**src/rtl/flit_sink_pkg.sv**
```systemverilog
// flit_sink_pkg: shared constants for the flit receiver.
//   CNT_W  - width of the traffic/error counters
//   clog2  - ceiling log2 used to size pointers, levels and counters
`ifndef SIZE
`define SIZE 8
`endif

package flit_sink_pkg;

  localparam int CNT_W = 16;

  // clog2(1) = 0, clog2(2) = 1, clog2(4) = 2, clog2(5) = 3 ...
  function automatic int clog2(input int value);
    int result;
    int v;
    result = 0;
    v = value - 1;
    while (v > 0) begin
      result = result + 1;
      v = v >> 1;
    end
    return result;
  endfunction

endpackage

```
**src/rtl/flit_fifo.sv**
```systemverilog
// flit_fifo: small synchronous FIFO with asynchronous reset.
// Ports:
//   clk, reset       - clock, async active-high reset (pointers/level only)
//   push, wdata      - write one word (caller guarantees not full)
//   pop, rdata       - rdata always shows the head word; pop advances it
//   full, empty      - derived from the occupancy register
//   level            - current occupancy, 0..DEPTH
`ifndef SIZE
`define SIZE 8
`endif

module flit_fifo
  import flit_sink_pkg::*;
#(
  parameter int DEPTH = 4,
  parameter int WIDTH = 8
) (
  input  logic               clk,
  input  logic               reset,
  input  logic               push,
  input  logic [WIDTH-1:0]   wdata,
  input  logic               pop,
  output logic [WIDTH-1:0]   rdata,
  output logic               full,
  output logic               empty,
  output logic [clog2(DEPTH):0] level
);

  localparam int AW = clog2(DEPTH);
  localparam int LW = AW + 1;

  logic [WIDTH-1:0] mem [DEPTH];
  logic [AW-1:0]    wr_ptr_reg;
  logic [AW-1:0]    rd_ptr_reg;
  logic [LW-1:0]    level_reg;

  // DEPTH is a power of two, so natural pointer overflow wraps modulo DEPTH.
  always_ff @(posedge clk or posedge reset) begin
    if (reset) begin
      wr_ptr_reg <= '0;
      rd_ptr_reg <= '0;
      level_reg  <= '0;
    end else begin
      if (push) wr_ptr_reg <= wr_ptr_reg + 1'b1;
      if (pop)  rd_ptr_reg <= rd_ptr_reg + 1'b1;
      case ({push, pop})
        2'b10:   level_reg <= level_reg + 1'b1;
        2'b01:   level_reg <= level_reg - 1'b1;
        default: level_reg <= level_reg;
      endcase
    end
  end

  // Storage needs no reset: contents are meaningless once the pointers clear.
  always_ff @(posedge clk) begin
    if (push) mem[wr_ptr_reg] <= wdata;
  end

  // Head word is read directly so a pop can consume it in the same cycle.
  assign rdata = mem[rd_ptr_reg];
  assign full  = (level_reg == LW'(DEPTH));
  assign empty = (level_reg == '0);
  assign level = level_reg;

endmodule

```
**src/rtl/flit_sink.sv**
```systemverilog
// flit_sink: terminates a router tx port. Accepts flits over req/ack into a
// FIFO, drains them at one pop per DRAIN_PERIOD cycles and checks the drained
// payloads against an incrementing sequence.
// Ports:
//   clk, reset         - clock, async active-high reset
//   req, data, ack     - sender handshake; ack is a registered 1-cycle pulse
//   rcv_count          - flits drained (wraps)
//   err_count          - sequence mismatches (saturates)
//   last_data          - most recently drained payload
//   level              - FIFO occupancy
//   done               - sticky, rcv_count reached MAX_FLITS
//   overrun            - sticky, a flit drained after done
`ifndef SIZE
`define SIZE 8
`endif

module flit_sink
  import flit_sink_pkg::*;
#(
  parameter int MAX_FLITS    = 16,
  parameter int DEPTH        = 4,
  parameter int DRAIN_PERIOD = 1
) (
  input  logic                  clk,
  input  logic                  reset,
  input  logic                  req,
  output logic                  ack,
  input  logic [`SIZE-1:0]      data,
  output logic [CNT_W-1:0]      rcv_count,
  output logic [CNT_W-1:0]      err_count,
  output logic [`SIZE-1:0]      last_data,
  output logic [clog2(DEPTH):0] level,
  output logic                  done,
  output logic                  overrun
);

  localparam int DW = clog2(DRAIN_PERIOD) + 1;

  typedef enum logic {ST_IDLE, ST_ACK} state_t;

  state_t            state_reg, state_next;
  logic              accept;
  logic              pop;
  logic              fifo_full;
  logic              fifo_empty;
  logic [`SIZE-1:0]  fifo_rdata;
  logic [DW-1:0]     drain_cnt_reg;
  logic [`SIZE-1:0]  expected_reg;
  logic [CNT_W-1:0]  rcv_count_reg;
  logic [CNT_W-1:0]  rcv_count_next;
  logic [CNT_W-1:0]  err_count_reg;
  logic [`SIZE-1:0]  last_data_reg;
  logic              done_reg;
  logic              overrun_reg;

  flit_fifo #(
    .DEPTH (DEPTH),
    .WIDTH (`SIZE)
  ) u_fifo (
    .clk   (clk),
    .reset (reset),
    .push  (accept),
    .wdata (data),
    .pop   (pop),
    .rdata (fifo_rdata),
    .full  (fifo_full),
    .empty (fifo_empty),
    .level (level)
  );

  always_ff @(posedge clk or posedge reset) begin
    if (reset) state_reg <= ST_IDLE;
    else       state_reg <= state_next;
  end

  // Only IDLE can accept; the ACK cycle ignores req so a sender that has
  // not yet dropped req is not captured twice.
  always_comb begin
    state_next = state_reg;
    accept     = 1'b0;
    case (state_reg)
      ST_IDLE: begin
        if (req && !fifo_full) begin
          accept     = 1'b1;
          state_next = ST_ACK;
        end
      end
      ST_ACK:  state_next = ST_IDLE;
      default: state_next = ST_IDLE;
    endcase
  end

  assign ack = (state_reg == ST_ACK);

  // Free-running rate limiter; pops are only allowed at count 0.
  always_ff @(posedge clk or posedge reset) begin
    if (reset)                                   drain_cnt_reg <= '0;
    else if (drain_cnt_reg == DW'(DRAIN_PERIOD - 1)) drain_cnt_reg <= '0;
    else                                         drain_cnt_reg <= drain_cnt_reg + 1'b1;
  end

  assign pop            = (drain_cnt_reg == '0) && !fifo_empty;
  assign rcv_count_next = rcv_count_reg + 1'b1;

  // Checker resynchronises on every pop, so a single gap costs one error.
  always_ff @(posedge clk or posedge reset) begin
    if (reset) begin
      expected_reg  <= '0;
      rcv_count_reg <= '0;
      err_count_reg <= '0;
      last_data_reg <= '0;
      done_reg      <= 1'b0;
      overrun_reg   <= 1'b0;
    end else if (pop) begin
      last_data_reg <= fifo_rdata;
      rcv_count_reg <= rcv_count_next;
      expected_reg  <= fifo_rdata + 1'b1;
      if (fifo_rdata != expected_reg && err_count_reg != {CNT_W{1'b1}})
        err_count_reg <= err_count_reg + 1'b1;
      if (done_reg)
        overrun_reg <= 1'b1;
      if (rcv_count_next == CNT_W'(MAX_FLITS))
        done_reg <= 1'b1;
    end
  end

  assign rcv_count = rcv_count_reg;
  assign err_count = err_count_reg;
  assign last_data = last_data_reg;
  assign done      = done_reg;
  assign overrun   = overrun_reg;

endmodule

```
**config.mk**
```make
export PLATFORM = sky130hd
export DESIGN_NAME = flit_sink
export DESIGN_NICKNAME = d
export VERILOG_FILES = /design/src/rtl/flit_sink_pkg.sv /design/src/rtl/flit_fifo.sv /design/src/rtl/flit_sink.sv
export SDC_FILE = /design/constraint.sdc
export NUM_CORES = 1
export LEC_CHECK = 0
export ABC_AREA = 1
export CAP_MARGIN = 10
export CORE_MARGIN = 10
export CORE_UTILIZATION = 56
export CTS_BUF_LIST = sky130_fd_sc_hd__clkbuf_4 sky130_fd_sc_hd__clkbuf_8 sky130_fd_sc_hd__clkbuf_16
export DETAILED_ROUTE_END_ITERATION = 8
export GPL_ROUTABILITY_DRIVEN = 0
export GPL_TIMING_DRIVEN = 1
export PLACE_DENSITY = 0.8
export SETUP_SLACK_MARGIN = 0.3
export SYNTH_ARGS = -nofsm -noshare
export SYNTH_HDL_FRONTEND = slang
export SYNTH_HIERARCHICAL = 1
export SYNTH_SLANG_ARGS = --single-unit
```
**constraint.sdc**
```tcl
create_clock -name clk -period 2.9 [get_ports clk]
set_input_delay 0.435 -clock clk [delete_from_list [all_inputs] [get_ports clk]]
set_output_delay 0.435 -clock clk [all_outputs]
set_load 0.005 [all_outputs]
```
==> results.md <==
* Antenna Cells at 0
* Via count at 3639
* Unrepaired setup endpoints after global routing: no
* Post-synth top cells: nand2_1 (171), dfrtp_1 (58), inv_1 (53), nor2_1 (37), edfxtp_1 (32)
* Mean Syn Cell Area at 8.782 µm²
* Placed insts at 673
* Worst relative slew slack at 66.40%
* Crit Path Max Fanout at 34
* Flop pwr share at 38.9%
* Count leader, synth: nand2_1
* Worst setup SP type: register
* CTS Buf Count at 9
* Clk_lat worst skew at 0.35 ns
* Drt wl/cell at 14.31 µm
* Post-synth top area cell: dfrtp_1
* Cell Rows at 33
* Slew @ Worst Pin at 0.5027 ns
* Total wire length at 9843 µm
* Die Wd at 110.7 µm
* Cell mode on critical path: nand2_1
* Clk pwr share at 18.8%
* Core area at 8093 µm²
* Syn Nets at 545
* Die height at 110.7 µm
* Initial core utilization at 56.97%
* Number of port buffers at 56
* Combinational share of power at 42.3%
* CP peak stage delay at 0.43 ns
* Routed Antenna Nets at 0
* Layout cells sized above 1 at 6.003%
* Hpwl dp at 7105 µm
* Worst path required time at 3.19 ns
* DR vias/cell at 5.289
* F_max at 0.4302 GHz
* Sw Pwr at 2.018 mW
* Top FF cell, synth: dfrtp_1
* Post-synth ARST share at 64.44%
* DRC viols at 0
* Cells after Synth at 525
* Slowest CP cell: nand4_2
* Yosys reg bits at 90
* Sw frac at 38.27%
* Internal power at 3.256 mW
* Setup Skew at 0.01047 ns
* Post-CTS Setup Repair Bufs at 0
* Syn. warnings at 6
* Post-Syn Area at 4611 µm²
* Initial antenna violation count at 0
* Final hold viol count at 0
* Grt ovf at 0
* Final instance area at 5477 µm²
* WP data arrival at 2.62 ns
* Synth top area share at 31.48%
* Maximum clock path buffer count at 2
* Sequential cell area at 2412 µm²
* Setup TNS Final at 0 ns
* MaxCap Viol Count at 0
* Area growth from synthesis to layout at 18.78%
* Cell variety after synth at 36
* Root Driver: clkbuf_8
* Area of the multi-input gates at 1864 µm²
* Crit Path Category: reg2reg
* Max-slew violation count at 0
* Seq/Total Area, Yosys at 52.32%
* Final net count at 599
* Post-CTS sizing at 0
* Crit path buffers/inverters at 1
* Vias in the first global route at 3554
* Crit path capture type: register
* Clk sinks at 90
* Setup ws final at 0.5757 ns
* Synth area leaders: dfrtp_1 (31%), edfxtp_1 (21%), nand2_1 (14%)
* I/O pin count at 57
* Initial DRC Count at 198
* Pwr/cell area at 963.0 nW/µm²
* First-pass GRT wire length at 16660 µm
* Reg clk slew, reported paths at 0.09 ns
* Global Route Usage Sum at 15.95%
* Non-filler cells, final at 688
* Max reg flops at 32
* Detailed Routing Iterations Pass 1 at 5
* HP Class: in2async
* Top cell family by delay on the critical path: simple AND/OR/NAND/NOR gates
* Largest net degree at the start of global routing at 52
* Status: complete, no violations
* P_leak at 2.400 nW
* Final period utilization at 80.15%
* Fillers at 650
* Die area at 12260 µm²
* Post-synth EDFFs at 32
* CTS Hold Bufs at 0
* CP cell instances: buf_4, nand2_1, o211ai_1, nand2_1, xor2_1, nor2_1, nand4_2, nand3_4, nand2_1, nand2_1
* H-tree Lvls at 3
* Final Setup Violations at 0
* CTS tree: built
* DP Area at 5246 µm²
* Fin crit period at 2.324 ns
* Setup WS pre-CTS at 0.6193 ns
* Hold WS at 0.3743 ns
* VDD IR max at 0.5701 mV
==> area by class of cell <==
type	instances	share of cell area, %
inverter	60	4.158
clock buffer	9	2.262
multi-input combinational	357	34.04
sequential	90	44.05
clock inverter	6	1.942
tap	105	2.399
timing repair buffer	61	11.15
==> worst reg2reg max path: stages, from the launching register on <==
cell and delay, ns:
dfrtp_1 0.33, buf_4 0.29, nand2_1 0.11, o211ai_1 0.10
nand2_1 0.18, xor2_1 0.18, nor2_1 0.13, nand4_2 0.43
nand3_4 0.35, nand2_1 0.10, nand2_1 0.07
==> per-layer routing <==
| layer | GRT usage (%) | wire [µm] | vias up |
|---|---|---|---|
| li1 | - | - | 1814 |
| met1 | 18.55 | 4172 | 1732 |
| met2 | 27.63 | 4993 | 83 |
| met4 | 5.990 | 148 | 0 |
| met5 | 0 | 0 | - |
| met3 | 3.950 | 528 | 10 |
==> worst paths after layout <==
kind,cells past startpoint,start,slack (ns),to
worst max register to register,10,u_fifo/rd_ptr_reg[0],0.58,err_count[0]
min in group clk,1,overrun,0.48,overrun
max in group asynchronous,3,reset,2.18,rcv_count[10]
worst max-delay path,10,u_fifo/rd_ptr_reg[0],0.58,err_count[0]
worst min-delay path,2,reset,0.37,u_fifo/level[1]
worst min register to register,1,overrun,0.48,overrun
==> per-stage QoR <==
| stage | utilization [%] | power [mW] |
|---|---|---|
| 3_5_place_dp | 64.83 | 4.326 |
| 3_3_place_gp | 64.83 | 4.202 |
| 2_1_floorplan | - | 3.535 |
| 6_report | 67.67 | 5.274 |
| 5_1_grt | 67.67 | 5.704 |
| 4_1_cts | 67.67 | 5.336 |
==> power by group through the flow <==
stage	clock network [mW]	registers, mW	logic [mW]
floorplan	0	2.00	1.54
global placement	0	2.06	2.15
detailed placement	0	2.08	2.25
CTS	1.01	2.05	2.27
global route	1.07	2.11	2.52
finish	0.989	2.05	2.23
==> cell usage in the layout, fill, tap and decap left out, types with 2 or more instances in the layout <==
master,Yosys,final
a21oi_1,3,3
a31oi_1,2,2
buf_4,0,4
bufinv_16,0,3
clkbuf_8,0,9
clkdlybuf4s50_1,0,56
clkinv_1,0,2
dfrtp_1,58,58
edfxtp_1,32,32
ha_1,8,8
inv_1,53,52
inv_2,6,7
nand2_1,171,171
nand3_1,21,21
nand3b_1,2,2
nand4_1,24,24
nor2_1,37,37
nor2_4,2,2
nor3_1,4,3
nor3_2,1,2
o211ai_1,16,16
o21ai_0,20,20
o21ai_1,3,3
o21bai_1,4,4
xnor2_1,11,11
xor2_1,18,18
==> logic make-up (layout without fill, tap and decap cells) <==
group           Yosys count  after routing  synth area share [%]
simple gates            268            268                 25.35
flops                    90             90                 52.32
buf+inv                  78            136                 7.354
compound gates           51             51                 6.866
xor+xnor                 29             29                 5.509
fa+ha+maj                 9              9                 2.605
No activity file was read; power rests on OpenSTA's default activity.
